**src/rtl/fir_stream_sequencer_if.sv**
```systemverilog
// Control/strobe bundle between the frame sequencer and whoever drives it.
// The master drives enable, RX strobes and error clear; the slave returns the schedule strobes and status.
interface fir_stream_sequencer_if;
    logic i_en;
    logic i_rx_bit;
    logic i_rx_sync;
    logic i_clr_err;
    logic o_des_valid;
    logic o_fir_en;
    logic o_ser_load;
    logic o_ser_shift;
    logic o_tx_end;
    logic o_busy;
    logic o_overrun;

    modport master (
        output i_en, i_rx_bit, i_rx_sync, i_clr_err,
        input  o_des_valid, o_fir_en, o_ser_load, o_ser_shift, o_tx_end, o_busy, o_overrun
    );

    modport slave (
        input  i_en, i_rx_bit, i_rx_sync, i_clr_err,
        output o_des_valid, o_fir_en, o_ser_load, o_ser_shift, o_tx_end, o_busy, o_overrun
    );
endinterface

```
**src/rtl/fir_stream_sequencer.sv**
```systemverilog
// Per-word scheduler for the bit-serial FIR path: RX word counting, FIR enable, latency wait,
// serializer load and bit pacing, with a one-deep pending word and a sticky overrun flag.
module fir_stream_sequencer #(
    parameter int DATA_WIDTH  = 24,
    parameter int FIR_LATENCY = 2,
    parameter int TX_DIV      = 1
) (
    input  logic                  i_clk,
    input  logic                  i_rst,
    fir_stream_sequencer_if.slave bus
);
    localparam int RXW = $clog2(DATA_WIDTH);
    localparam int BCW = $clog2(DATA_WIDTH);
    localparam int WW  = $clog2(FIR_LATENCY + 1);
    localparam int BW  = $clog2(TX_DIV + 1);

    typedef enum logic [1:0] {
        IDLE     = 2'd0,
        FIR_WAIT = 2'd1,
        LOAD     = 2'd2,
        TX       = 2'd3
    } state_t;

    state_t           state_r, state_nxt;
    logic [RXW-1:0]   rx_cnt_r, rx_cnt_nxt;
    logic [WW-1:0]    wait_r, wait_nxt;
    logic [BW-1:0]    baud_r, baud_nxt;
    logic [BCW-1:0]   bit_r, bit_nxt;
    logic             pend_r, pend_nxt;
    logic             word_done_s, dispatch_s, load_s, shift_s, end_s, ovr_s;

    logic des_valid_r, fir_en_r, ser_load_r, ser_shift_r, tx_end_r, busy_r;
    logic ovr_evt_r, overrun_r;

    // RX bit counter; sync realigns, and a coincident bit becomes bit 0 of the new word.
    always_comb begin
        rx_cnt_nxt  = rx_cnt_r;
        word_done_s = 1'b0;
        if (bus.i_en) begin
            if (bus.i_rx_sync) begin
                rx_cnt_nxt = bus.i_rx_bit ? RXW'(1) : RXW'(0);
            end else if (bus.i_rx_bit) begin
                if (rx_cnt_r == RXW'(DATA_WIDTH - 1)) begin
                    rx_cnt_nxt  = RXW'(0);
                    word_done_s = 1'b1;
                end else begin
                    rx_cnt_nxt = rx_cnt_r + RXW'(1);
                end
            end else begin
                rx_cnt_nxt = rx_cnt_r;
            end
        end else begin
            rx_cnt_nxt = rx_cnt_r;
        end
    end

    // The FSM runs one cycle ahead of the registered strobes it produces.
    always_comb begin
        state_nxt  = state_r;
        wait_nxt   = wait_r;
        baud_nxt   = baud_r;
        bit_nxt    = bit_r;
        pend_nxt   = pend_r;
        dispatch_s = 1'b0;
        load_s     = 1'b0;
        shift_s    = 1'b0;
        end_s      = 1'b0;
        ovr_s      = 1'b0;
        if (bus.i_en) begin
            case (state_r)
                IDLE: begin
                    if (word_done_s || pend_r) begin
                        dispatch_s = 1'b1;
                        wait_nxt   = WW'(0);
                        state_nxt  = (FIR_LATENCY == 1) ? LOAD : FIR_WAIT;
                        pend_nxt   = word_done_s && pend_r;
                    end else begin
                        state_nxt = IDLE;
                    end
                end
                FIR_WAIT: begin
                    if (wait_r == WW'(FIR_LATENCY - 2)) begin
                        state_nxt = LOAD;
                    end else begin
                        wait_nxt = wait_r + WW'(1);
                    end
                end
                LOAD: begin
                    load_s    = 1'b1;
                    baud_nxt  = BW'(0);
                    bit_nxt   = BCW'(0);
                    state_nxt = TX;
                end
                TX: begin
                    if (baud_r == BW'(TX_DIV - 1)) begin
                        shift_s  = 1'b1;
                        baud_nxt = BW'(0);
                        if (bit_r == BCW'(DATA_WIDTH - 1)) begin
                            end_s     = 1'b1;
                            state_nxt = IDLE;
                        end else begin
                            bit_nxt = bit_r + BCW'(1);
                        end
                    end else begin
                        baud_nxt = baud_r + BW'(1);
                    end
                end
                default: state_nxt = IDLE;
            endcase
            if (word_done_s && (state_r != IDLE)) begin
                pend_nxt = 1'b1;
            end else begin
                pend_nxt = pend_nxt;
            end
            ovr_s = word_done_s && pend_r && !dispatch_s;
        end else begin
            state_nxt = state_r;
        end
    end

    // State, counters and registered outputs; enable low freezes everything and zeroes pulses.
    always_ff @(posedge i_clk or posedge i_rst) begin
        if (i_rst) begin
            state_r     <= IDLE;
            rx_cnt_r    <= RXW'(0);
            wait_r      <= WW'(0);
            baud_r      <= BW'(0);
            bit_r       <= BCW'(0);
            pend_r      <= 1'b0;
            des_valid_r <= 1'b0;
            fir_en_r    <= 1'b0;
            ser_load_r  <= 1'b0;
            ser_shift_r <= 1'b0;
            tx_end_r    <= 1'b0;
            busy_r      <= 1'b0;
            ovr_evt_r   <= 1'b0;
            overrun_r   <= 1'b0;
        end else if (bus.i_en) begin
            state_r     <= state_nxt;
            rx_cnt_r    <= rx_cnt_nxt;
            wait_r      <= wait_nxt;
            baud_r      <= baud_nxt;
            bit_r       <= bit_nxt;
            pend_r      <= pend_nxt;
            des_valid_r <= word_done_s;
            fir_en_r    <= dispatch_s;
            ser_load_r  <= load_s;
            ser_shift_r <= shift_s;
            tx_end_r    <= end_s;
            busy_r      <= (state_r != IDLE) || (state_nxt != IDLE);
            ovr_evt_r   <= ovr_s;
            // A new overrun in the clear cycle wins over the clear.
            overrun_r   <= ovr_evt_r || (overrun_r && !bus.i_clr_err);
        end else begin
            des_valid_r <= 1'b0;
            fir_en_r    <= 1'b0;
            ser_load_r  <= 1'b0;
            ser_shift_r <= 1'b0;
            tx_end_r    <= 1'b0;
        end
    end

    assign bus.o_des_valid = des_valid_r;
    assign bus.o_fir_en    = fir_en_r;
    assign bus.o_ser_load  = ser_load_r;
    assign bus.o_ser_shift = ser_shift_r;
    assign bus.o_tx_end    = tx_end_r;
    assign bus.o_busy      = busy_r;
    assign bus.o_overrun   = overrun_r;
endmodule

```
**src/flat_wrapper.sv**
```systemverilog
// flat-port wrapper written by rule: the top's interface ports become plain ports
module fir_stream_sequencer_flat 
#(
    parameter int DATA_WIDTH  = 24,
    parameter int FIR_LATENCY = 2,
    parameter int TX_DIV      = 1
)
  (i_clk, i_rst, bus_i_en, bus_i_rx_bit, bus_i_rx_sync, bus_i_clr_err, bus_o_des_valid, bus_o_fir_en, bus_o_ser_load, bus_o_ser_shift, bus_o_tx_end, bus_o_busy, bus_o_overrun);
  fir_stream_sequencer_if bus_i ();
  input  logic i_clk;
  input  logic i_rst;
  input wire logic [$bits(bus_i.i_en)-1:0] bus_i_en;
  input wire logic [$bits(bus_i.i_rx_bit)-1:0] bus_i_rx_bit;
  input wire logic [$bits(bus_i.i_rx_sync)-1:0] bus_i_rx_sync;
  input wire logic [$bits(bus_i.i_clr_err)-1:0] bus_i_clr_err;
  output wire logic [$bits(bus_i.o_des_valid)-1:0] bus_o_des_valid;
  output wire logic [$bits(bus_i.o_fir_en)-1:0] bus_o_fir_en;
  output wire logic [$bits(bus_i.o_ser_load)-1:0] bus_o_ser_load;
  output wire logic [$bits(bus_i.o_ser_shift)-1:0] bus_o_ser_shift;
  output wire logic [$bits(bus_i.o_tx_end)-1:0] bus_o_tx_end;
  output wire logic [$bits(bus_i.o_busy)-1:0] bus_o_busy;
  output wire logic [$bits(bus_i.o_overrun)-1:0] bus_o_overrun;
  assign bus_i.i_en = bus_i_en;
  assign bus_i.i_rx_bit = bus_i_rx_bit;
  assign bus_i.i_rx_sync = bus_i_rx_sync;
  assign bus_i.i_clr_err = bus_i_clr_err;
  assign bus_o_des_valid = bus_i.o_des_valid;
  assign bus_o_fir_en = bus_i.o_fir_en;
  assign bus_o_ser_load = bus_i.o_ser_load;
  assign bus_o_ser_shift = bus_i.o_ser_shift;
  assign bus_o_tx_end = bus_i.o_tx_end;
  assign bus_o_busy = bus_i.o_busy;
  assign bus_o_overrun = bus_i.o_overrun;
  fir_stream_sequencer #(.DATA_WIDTH(DATA_WIDTH), .FIR_LATENCY(FIR_LATENCY), .TX_DIV(TX_DIV)) u_core (.i_clk(i_clk), .i_rst(i_rst), .bus(bus_i));
endmodule
```
**config.mk**
```make
export PLATFORM = sky130hd
export DESIGN_NAME = fir_stream_sequencer_flat
export DESIGN_NICKNAME = d
export VERILOG_FILES = /design/src/rtl/fir_stream_sequencer_if.sv /design/src/rtl/fir_stream_sequencer.sv /design/src/flat_wrapper.sv
export SDC_FILE = /design/constraint.sdc
export NUM_CORES = 1
export LEC_CHECK = 0
export BUFFER_PORTS_ARGS = -buffer_cell sky130_fd_sc_hd__buf_2
export CAP_MARGIN = 40
export CORE_AREA = 2 2 50 52
export DETAILED_ROUTE_END_ITERATION = 12
export DIE_AREA = 0 0 52 54
export GPL_TIMING_DRIVEN = 0
export PLACE_DENSITY = 0.72
export SLEW_MARGIN = 20
export SYNTH_ARGS = -nofsm -noshare
export SYNTH_HDL_FRONTEND = slang
export SYNTH_SLANG_ARGS = --single-unit
```
**constraint.sdc**
```tcl
create_clock -name i_clk -period 2.2 [get_ports i_clk]
set_input_delay 0.11 -clock i_clk [delete_from_list [all_inputs] [get_ports i_clk]]
set_output_delay 0.11 -clock i_clk [all_outputs]
set_load 0.05 [all_outputs]
```
==> results of run 1 <==
## final cells by class
class | instances | share of cell area, %
Clock buffer | 3 | 1.69
Timing Repair Buffer | 14 | 6.39
Inverter | 9 | 2.54
Multi-Input combinational cell | 75 | 40.7
Sequential cell | 23 | 43.2
Clock inverter | 1 | 0.376
Tap cell | 30 | 2.82
Buffer | 5 | 2.26
## metrics by stage
| step | hold slack (ns) | instances | setup WS (ns) | total power [mW] |
|---|---|---|---|---|
| 3_3_place_gp | 0.327 | 154 | 0.815 | 1.05 |
| 6_report | 0.106 | 160 | 0.784 | 1.26 |
| 2_1_floorplan | 0.112 | 112 | 0.900 | 0.969 |
| 3_5_place_dp | 0.131 | 155 | 0.796 | 1.08 |
| 4_1_cts | 0.100 | 160 | 0.777 | 1.27 |
| 5_1_grt | 0.0975 | 160 | 0.641 | 1.35 |
## logic make-up (layout without fill, tap and decap cells)
logic type,Yosys count,after routing
AOI/OAI and AO/OA,31,31
adders and majority gates,3,3
buffers and inverters,14,32
DFF,23,23
muxes,3,3
and+or+nand+nor,38,38
## repair_timing
item,CTS,global route
setup endpoints to repair,0,0
resized for setup,0,0
hold buffers,1,0
endpoints found under the hold margin,10,0
## power groups by stage
stage / Combinational, mW / Sequential (mW) / Clock [mW]
2_1_floorplan: 0.337 / 0.632 / 0
6_report: 0.486 / 0.584 / 0.188
3_5_place_dp: 0.486 / 0.591 / 0
4_1_cts: 0.490 / 0.582 / 0.199
3_3_place_gp: 0.468 / 0.586 / 0
5_1_grt: 0.540 / 0.595 / 0.212
## metal layers
| metal | track usage [%] | share of wire (%) | wire [um] |
|---|---|---|---|
| met2 | 28.9 | 46 | 998 |
| met3 | 3.06 | 2.8 | 60 |
| met5 | 0 | 0 | 0 |
| met1 | 21.0 | 50 | 1080 |
| met4 | 6.14 | 0.74 | 16 |
## state kept, by name (all words and copies together), names as in the netlist, 2 cells and up
register         flops
u_core.bit_r         5
u_core.rx_cnt_r      5
u_core.state_r       2
u_core.wait_r        2
## path summary, 6_finish.rpt
| path | slack (ns) | endpoint | startpoint | cells after the start |
|---|---|---|---|---|
| max | 0.78 | u_core.wait_r[1] | u_core.rx_cnt_r[0] | 4 |
| min | 0.11 | u_core.bus.o_overrun | bus_i_clr_err | 3 |
| max reg2reg | 0.78 | u_core.wait_r[1] | u_core.rx_cnt_r[0] | 4 |
| min reg2reg | 0.51 | u_core.bus.o_busy | u_core.bus.o_busy | 1 |
| max in group asynchronous | 1.43 | u_core.bit_r[1] | i_rst | 4 |
| min in group asynchronous | 0.34 | u_core.bus.o_overrun | i_rst | 3 |
## critical path, stage by stage (launching register included)
cell and delay (ns):
dfrtp_1 0.40, ha_1 0.26, nand4b_2 0.22, o21bai_2 0.30
o311ai_1 0.12
## placed cells by master (no fill, tap or decap), types with 2 or more instances in the layout
master	count
dfrtp_1	23
buf_2	15
o21ai_0	10
nand2_1	10
inv_1	9
nor2_1	8
a31oi_1	4
and2_1	3
a21oi_1	3
ha_1	3
clkbuf_4	3
buf_4	2
o32a_1	2
o311ai_1	2
and3_1	2
nor3_1	2
a22o_1	2
mux2i_1	2
==> run_results.csv, run 1 <==
group,metric,value,unit
grt,antenna_found_initial,0,
synth,synth_top_family_by_area,"compound AO/OA/AOI/OAI gates",
power,leakage,0.686,nW
critical_path,start_kind,"register",
final_layout,fillers,208,
timing,final-max-slew-violation-count,0,
timing,max_freq,706,MHz
synth,netlist_area,1180,um^2
timing,slew_headroom,70.2,%
synth,ys_types,39,
final_layout,final_area,1330,um^2
timing,skew,0.00129,ns
floorplan,dieArea,2810,um^2
power,power.clock.fraction,14.9,%
floorplan,die_h,54,um
synth,syn_nets,121,
final_layout,drive_gt1_share,23.8,%
job,max-cap-violations,0,
synth,async_reset_ff_share,100,%
synth,synth.most_common_cell,"dfrtp_1",
synth,yosysTopAreaCellShare,48.7,%
routing,drt_wl_total,2150,um
synth,synth_xor_area_share,0,%
clock_tree,root_buffer,"clkbuf_4",
timing,finalCriticalPeriod,1.42,ns
placement,postPlaceCellArea,1290,um^2
critical_path,crit_type,"reg2reg",
floorplan,start_util,50.9,%
routing,dr.first_iter.drc_count,9,
critical_path,required,2.38,ns
timing,rsz0062_at_grt,"false",
clock_tree,cts_buffers,3,
grt,grt_pass1_wl,3460,um
synth,synth_area_leaders,"dfrtp_1, o21ai_0, ha_1",
clock_tree,ctsHtreeMaxLevel,1,
clock_tree,cts_sinks,23,
floorplan,rows,18,
floorplan,io-pin-count,13,
critical_path,cp.arrival,1.60,ns
routing,avgRoutedWirePerCell,13.4,um
hold_path,min_path_type,"in2reg",
clock_tree,clk_path_buf_depth,2,
timing,tns,0,ns
power,power_frac_seq,46.4,%
critical_path,critPathMaxFanout,5,
synth,synth_top_cell_by_area,"dfrtp_1",
placement,gp_congestion,0.818,
clock_tree,cts_tree,"built",
timing,finalCritPeriodShare,64.4,%
final_layout,multi_input_area,542,um^2
grt,grt_max_degree,14,
synth,ys_warn_count,0,
timing,setup_violations,0,
routing,vias,893,
power,switchingPower,479,uW
synth,synthFlopType,"dfrtp_1",
routing,drc_errors,0,
routing,viasPerCell,5.58,
timing,worst_pin_slew,0.447,ns
routing,firstDrtPassIters,4,
routing,ant_nets,0,
clock_tree,insertion_delay,0.30,ns
power,combinationalPowerShare,38.6,%
final_layout,postLayoutCoreUtil,57.4,%
final_layout,area_delta_synth_final,12.7,%
power,power.density,945,nW/um^2
critical_path,cp-end-kind,"register",
final_layout,nets,140,
clock_tree,postCtsSetupBuffers,0,
synth,seq_area_frac_synth,48.7,%
timing,hold_viol_final,0,
grt,overflow,0,
synth,synth_edf_count,0,
final_layout,diodes,0,
synth,synthMuxAreaShare,2.97,%
placement,port_buffers,12,
floorplan,dieWidth,52,um
placement,hpwl,1580,um
floorplan,design.core.area,2320,um^2
synth,synth_compound_area_share,20.3,%
power,netSwitchingFraction,38.1,%
synth,synth_fa_ha_area_share,3.18,%
synth,netlist_instances,112,
outcome,outcome,"complete, no violations",
clock_tree,cts.clk_slew.worst_paths,0.12,ns
grt,grtUsageTotal,16.7,%
synth,avgSynthCellArea,10.5,um^2
power,p_int,779,uW
synth,synth_seq_cells,23,
synth,synth_commonest_cells,"dfrtp_1, nand2_1, o21ai_0",
synth,synthSimpleGateAreaFrac,19.4,%
grt,first_global_vias,823,
power,peakVddDrop,0.535,mV
final_layout,ff_latch_area,576,um^2
Power figures use the tool's default switching activity.
==> run 2: changes to the inputs <==
==> constraint.sdc (replaced) <==
create_clock -name i_clk -period 1.31 [get_ports i_clk]
set_input_delay 0.0655 -clock i_clk [delete_from_list [all_inputs] [get_ports i_clk]]
set_output_delay 0.0655 -clock i_clk [all_outputs]
set_load 0.05 [all_outputs]
==> run 2 against run 1 <==
Effect of this change: setup slack lost 0.77 ns; non-clock buffer count grew 7; first-iteration DRC count is 33% lower; clock skew about the same; sequential cell count unchanged; worst hold slack got worse by 0.049 ns; maximum frequency grew 9.3%; die area unchanged; critical path depth did not move; critical endpoint is now u_core.bit_r[3].
==> run_results.csv, run 2 (synthesized netlist as in run 1, its figures left out) <==
group,metric,value,unit
placement,detailedPlace.worstSlack,-0.0943,ns
timing,final-max-slew-violation-count,0,
timing,max_freq,772,MHz
timing,slew_headroom,70.4,%
final_layout,top_regs,"u_core.bit_r (5), u_core.rx_cnt_r (5)",
power,fin_total_pwr,2.33,mW
power,leakage,0.739,nW
final_layout,stdcell_count,167,
floorplan,design.core.area,2320,um^2
clock_tree,clk_path_buf_depth,2,
hold_path,min_path_type,"in2reg",
timing,finalWorstSetupSlack,0.0142,ns
placement,hpwl,1580,um
timing,rsz0062_at_grt,"true",
final_layout,drive_gt1_share,33.6,%
timing,tns,0,ns
clock_tree,cts.clk_slew.worst_paths,0.12,ns
floorplan,rows,18,
routing,avgRoutedWirePerCell,13.6,um
grt,overflow,0,
critical_path,crit_type,"reg2reg",
critical_path,start_kind,"register",
critical_path,cp-end-kind,"register",
final_layout,fillers,194,
floorplan,io-pin-count,13,
routing,dr.first_iter.drc_count,6,
routing,viasPerCell,5.56,
timing,finalCriticalPeriod,1.30,ns
final_layout,area_delta_synth_final,24.2,%
clock_tree,cts_sinks,23,
routing,drc_errors,0,
outcome,outcome,"complete, no violations",
grt,grtUsageTotal,17.2,%
hold_path,hold_path_depth,3,
routing,vias,929,
placement,port_buffers,12,
grt,antenna_found_initial,0,
clock_tree,insertion_delay,0.30,ns
floorplan,dieWidth,52,um
final_layout,final_area,1470,um^2
floorplan,dieArea,2810,um^2
final_layout,postLayoutCoreUtil,63.2,%
clock_tree,root_buffer,"clkbuf_4",
floorplan,start_util,50.9,%
timing,hold_viol_final,0,
routing,drt_wl_total,2280,um
power,power.density,1590,nW/um^2
timing,worst_pin_slew,0.443,ns
critical_path,critPathMaxFanout,5,
clock_tree,cts_buffers,3,
placement,gp_congestion,0.818,
routing,ant_nets,0,
clock_tree,ctsHtreeMaxLevel,1,
grt,grt_max_degree,14,
placement,postPlaceCellArea,1290,um^2
timing,finalCritPeriodShare,98.9,%
grt,grt_pass1_wl,3560,um
timing,skew,0.00163,ns
timing,setup_violations,0,
grt,first_global_vias,851,
critical_path,required,1.51,ns
timing,whs,0.0571,ns
job,max-cap-violations,0,
final_layout,mostFrequentLayoutCells,"dfrtp_1, buf_2, nand2_1",
critical_path,cp.arrival,1.50,ns
final_layout,diodes,0,
final_layout,nets,147,
placement,place_inst,155,
clock_tree,cts_tree,"built",
floorplan,die_h,54,um
critical_path,worst-r2r-cell-count,4,
final_layout,final_common_cell,"dfrtp_1",
routing,firstDrtPassIters,4,
power,peakVddDrop,1.03,mV
==> run 2: cell types whose count changed in the layout (fill, tap and decap cells not counted), sizes merged <==
| cell | delta |
|---|---|
| buf | +7 |
==> run 2: critical path: stages (launching register included) <==
cell and delay (ns):
dfrtp_1 0.43, nor2b_4 0.20, a41oi_4 0.16, buf_4 0.17, a41o_2 0.25
==> run 2: repair_timing <==
item,4_1_cts,5_1_grt
resized for setup,5,12
hold endpoints to repair,10,0
buffers inserted,3,4
hold buffers,1,0
setup endpoints to repair,8,7
pin swaps,2,3
==> run 2: worst paths after layout <==
kind / to / slack (ns) / from
setup reg to reg: u_core.bit_r[3] / 0.01 / u_core.bit_r[4]
hold / removal: u_core.bus.o_overrun / 0.06 / bus_i_clr_err
max in group asynchronous: u_core.bit_r[3] / 0.58 / i_rst
setup / recovery: u_core.bit_r[3] / 0.01 / u_core.bit_r[4]
min in group asynchronous: u_core.rx_cnt_r[3] / 0.29 / i_rst
hold reg to reg: u_core.bus.o_overrun / 0.51 / u_core.bus.o_overrun
==> run 2: routing by layer <==
metal,GRT usage (%),vias up,wire (um),share of wire (%)
li1,-,459,-,-
met1,21.1,455,1070,47
met2,30.2,13,1120,49
met3,3.06,2,65,2.9
met4,6.14,0,14,0.62
met5,0,-,0,0
==> run 2: cell type report <==
cell class	count	area [um^2]	area share [%]
Clock inverter	1	5.00	0.341
Clock buffer	3	22.5	1.54
Multi-Input combinational cell	75	619	42.2
Buffer	5	33.8	2.30
Sequential cell	23	577	39.3
Inverter	9	33.8	2.30
Timing Repair Buffer	21	138	9.39
Tap cell	30	37.5	2.56
==> run 2: where the power goes <==
part | internal [mW] | leakage [nW] | switching [mW]
Combinational | 0.469 | 0.433 | 0.552
Clock | 0.114 | 0.0177 | 0.207
Sequential | 0.860 | 0.288 | 0.126
==> run 3: changes to the inputs <==
--- a/config.mk
+++ b/config.mk
@@ -12,6 +12,7 @@
 export DIE_AREA = 0 0 52 54
 export GPL_TIMING_DRIVEN = 0
 export PLACE_DENSITY = 0.72
+export SETUP_SLACK_MARGIN = 0.5
 export SLEW_MARGIN = 20
 export SYNTH_ARGS = -nofsm -noshare
 export SYNTH_HDL_FRONTEND = slang
==> run 3 against run 2 <==
Effect of this change: core utilization rose by 9.9 points; largest power group unchanged; clock skew is 0.0047 ns higher; sequential cell count did not move; register-to-register slack barely moved.
==> run_results.csv, run 3 (synthesized netlist as in run 1, its figures left out) <==
group,metric,value,unit
timing,hold_viol_final,0,
placement,detailedPlace.worstSlack,-0.0000466,ns
placement,place_inst,155,
floorplan,dieArea,2810,um^2
placement,gp_congestion,0.802,
final_layout,final_area,1700,um^2
final_layout,final_common_cell,"dfrtp_1",
routing,met3_length,86,um
final_layout,top_regs,"u_core.bit_r (5), u_core.rx_cnt_r (5)",
clock_tree,cts.clk_slew.worst_paths,0.13,ns
routing,drc_errors,0,
power,power.density,1630,nW/um^2
routing,dr.first_iter.drc_count,11,
critical_path,cp.arrival,1.51,ns
routing,firstDrtPassIters,4,
clock_tree,root_buffer,"clkbuf_4",
final_layout,stdcell_count,180,
job,max-cap-violations,0,
routing,drt_wl_total,2800,um
critical_path,critPathMaxFanout,3,
power,peakVddDrop,1.04,mV
timing,worst_pin_slew,0.236,ns
critical_path,start_kind,"register",
floorplan,design.core.area,2320,um^2
timing,slew_headroom,83.8,%
timing,rsz0062_at_grt,"true",
grt,first_global_vias,946,
hold_path,hold_path_depth,3,
critical_path,required,1.51,ns
power,leakage,0.825,nW
clock_tree,insertion_delay,0.31,ns
timing,final-max-slew-violation-count,0,
routing,wl_met1,1270,um
timing,skew,0.00629,ns
timing,finalCriticalPeriod,1.31,ns
clock_tree,cts_sinks,23,
routing,vias,1033,
timing,finalCritPeriodShare,99.7,%
grt,antenna_found_initial,0,
final_layout,diodes,0,
floorplan,rows,18,
routing,dr.max_layer_used,"met4",
timing,tns,0,ns
critical_path,worst-r2r-cell-count,5,
floorplan,die_h,54,um
timing,finalWorstSetupSlack,0.00429,ns
routing,dr_wl_met2,1420,um
clock_tree,cts_buffers,3,
floorplan,start_util,50.9,%
placement,postPlaceCellArea,1360,um^2
final_layout,nets,160,
final_layout,fillers,147,
routing,avgRoutedWirePerCell,15.6,um
critical_path,crit_type,"reg2reg",
final_layout,drive_gt1_share,47.3,%
hold_path,min_path_type,"in2reg",
grt,overflow,0,
placement,port_buffers,12,
grt,grt_max_degree,21,
final_layout,area_delta_synth_final,43.6,%
floorplan,io-pin-count,13,
timing,setup_violations,0,
clock_tree,clk_path_buf_depth,2,
clock_tree,cts_tree,"built",
clock_tree,ctsHtreeMaxLevel,1,
floorplan,dieWidth,52,um
routing,viasPerCell,5.74,
critical_path,cp-end-kind,"register",
placement,hpwl,1610,um
final_layout,mostFrequentLayoutCells,"dfrtp_1, buf_4, buf_6",
grt,grt_pass1_wl,4220,um
outcome,outcome,"complete, no violations",
timing,max_freq,766,MHz
routing,ant_nets,0,
grt,grtUsageTotal,20.2,%
run 3: layer usage:
layer  track usage, %  up-vias
li1                 -      488
met1             26.5      521
met2             34.6       20
met3             2.50        4
met4             7.02        0
met5                0        -
run 3: per-stage QoR:
stage	hold WS, ns	utilization (%)	total power [mW]
after floorplan	0.0674	-	1.68
after global routing	0.0970	73.1	2.91
after CTS	0.0527	69.0	2.54
after global placement	0.264	57.8	1.83
after detailed placement	-0.0410	58.5	1.87
final	0.0777	73.1	2.76
run 3: layout make-up:
type / instances / area, um^2 / area share, %
Timing Repair Buffer: 34 / 298 / 17.6
Sequential cell: 23 / 579 / 34.1
Clock inverter: 1 / 5.00 / 0.295
Tap cell: 30 / 37.5 / 2.21
Buffer: 5 / 46.3 / 2.73
Clock buffer: 3 / 22.5 / 1.33
Multi-Input combinational cell: 75 / 674 / 39.7
Inverter: 9 / 33.8 / 1.99
run 3: worst max-delay path, stage by stage (launching register included):
cell     delay, ns
dfrtp_1       0.44
ha_4          0.20
buf_6         0.13
nand3_2       0.06
mux2i_1       0.27
o21ai_1       0.11
run 3: worst paths after layout:
| check | startpoint | to | slack [ns] |
|---|---|---|---|
| max | u_core.bit_r[1] | u_core.bit_r[4] | 0.004 |
| min reg2reg | u_core.ovr_evt_r | u_core.ovr_evt_r | 0.53 |
| min in group asynchronous | i_rst | u_core.bus.o_overrun | 0.17 |
| max reg2reg | u_core.bit_r[1] | u_core.bit_r[4] | 0.004 |
| max in group asynchronous | i_rst | u_core.bit_r[2] | 0.76 |
| min | bus_i_clr_err | u_core.bus.o_overrun | 0.08 |
run 3: power breakdown:
part           internal [mW]  total, mW  switching [mW]  leakage (nW)
logic                  0.727       1.43           0.702         0.522
registers              0.863       1.00           0.141         0.285
clock network          0.114      0.330           0.216        0.0177
run 3: what timing repair did:
action,4_1_cts,5_1_grt
resized for setup,29,11
pin swaps,6,10
setup buffers,14,6
endpoints found under the setup margin,29,30
endpoints found under the hold margin,23,0
hold buffers,1,0
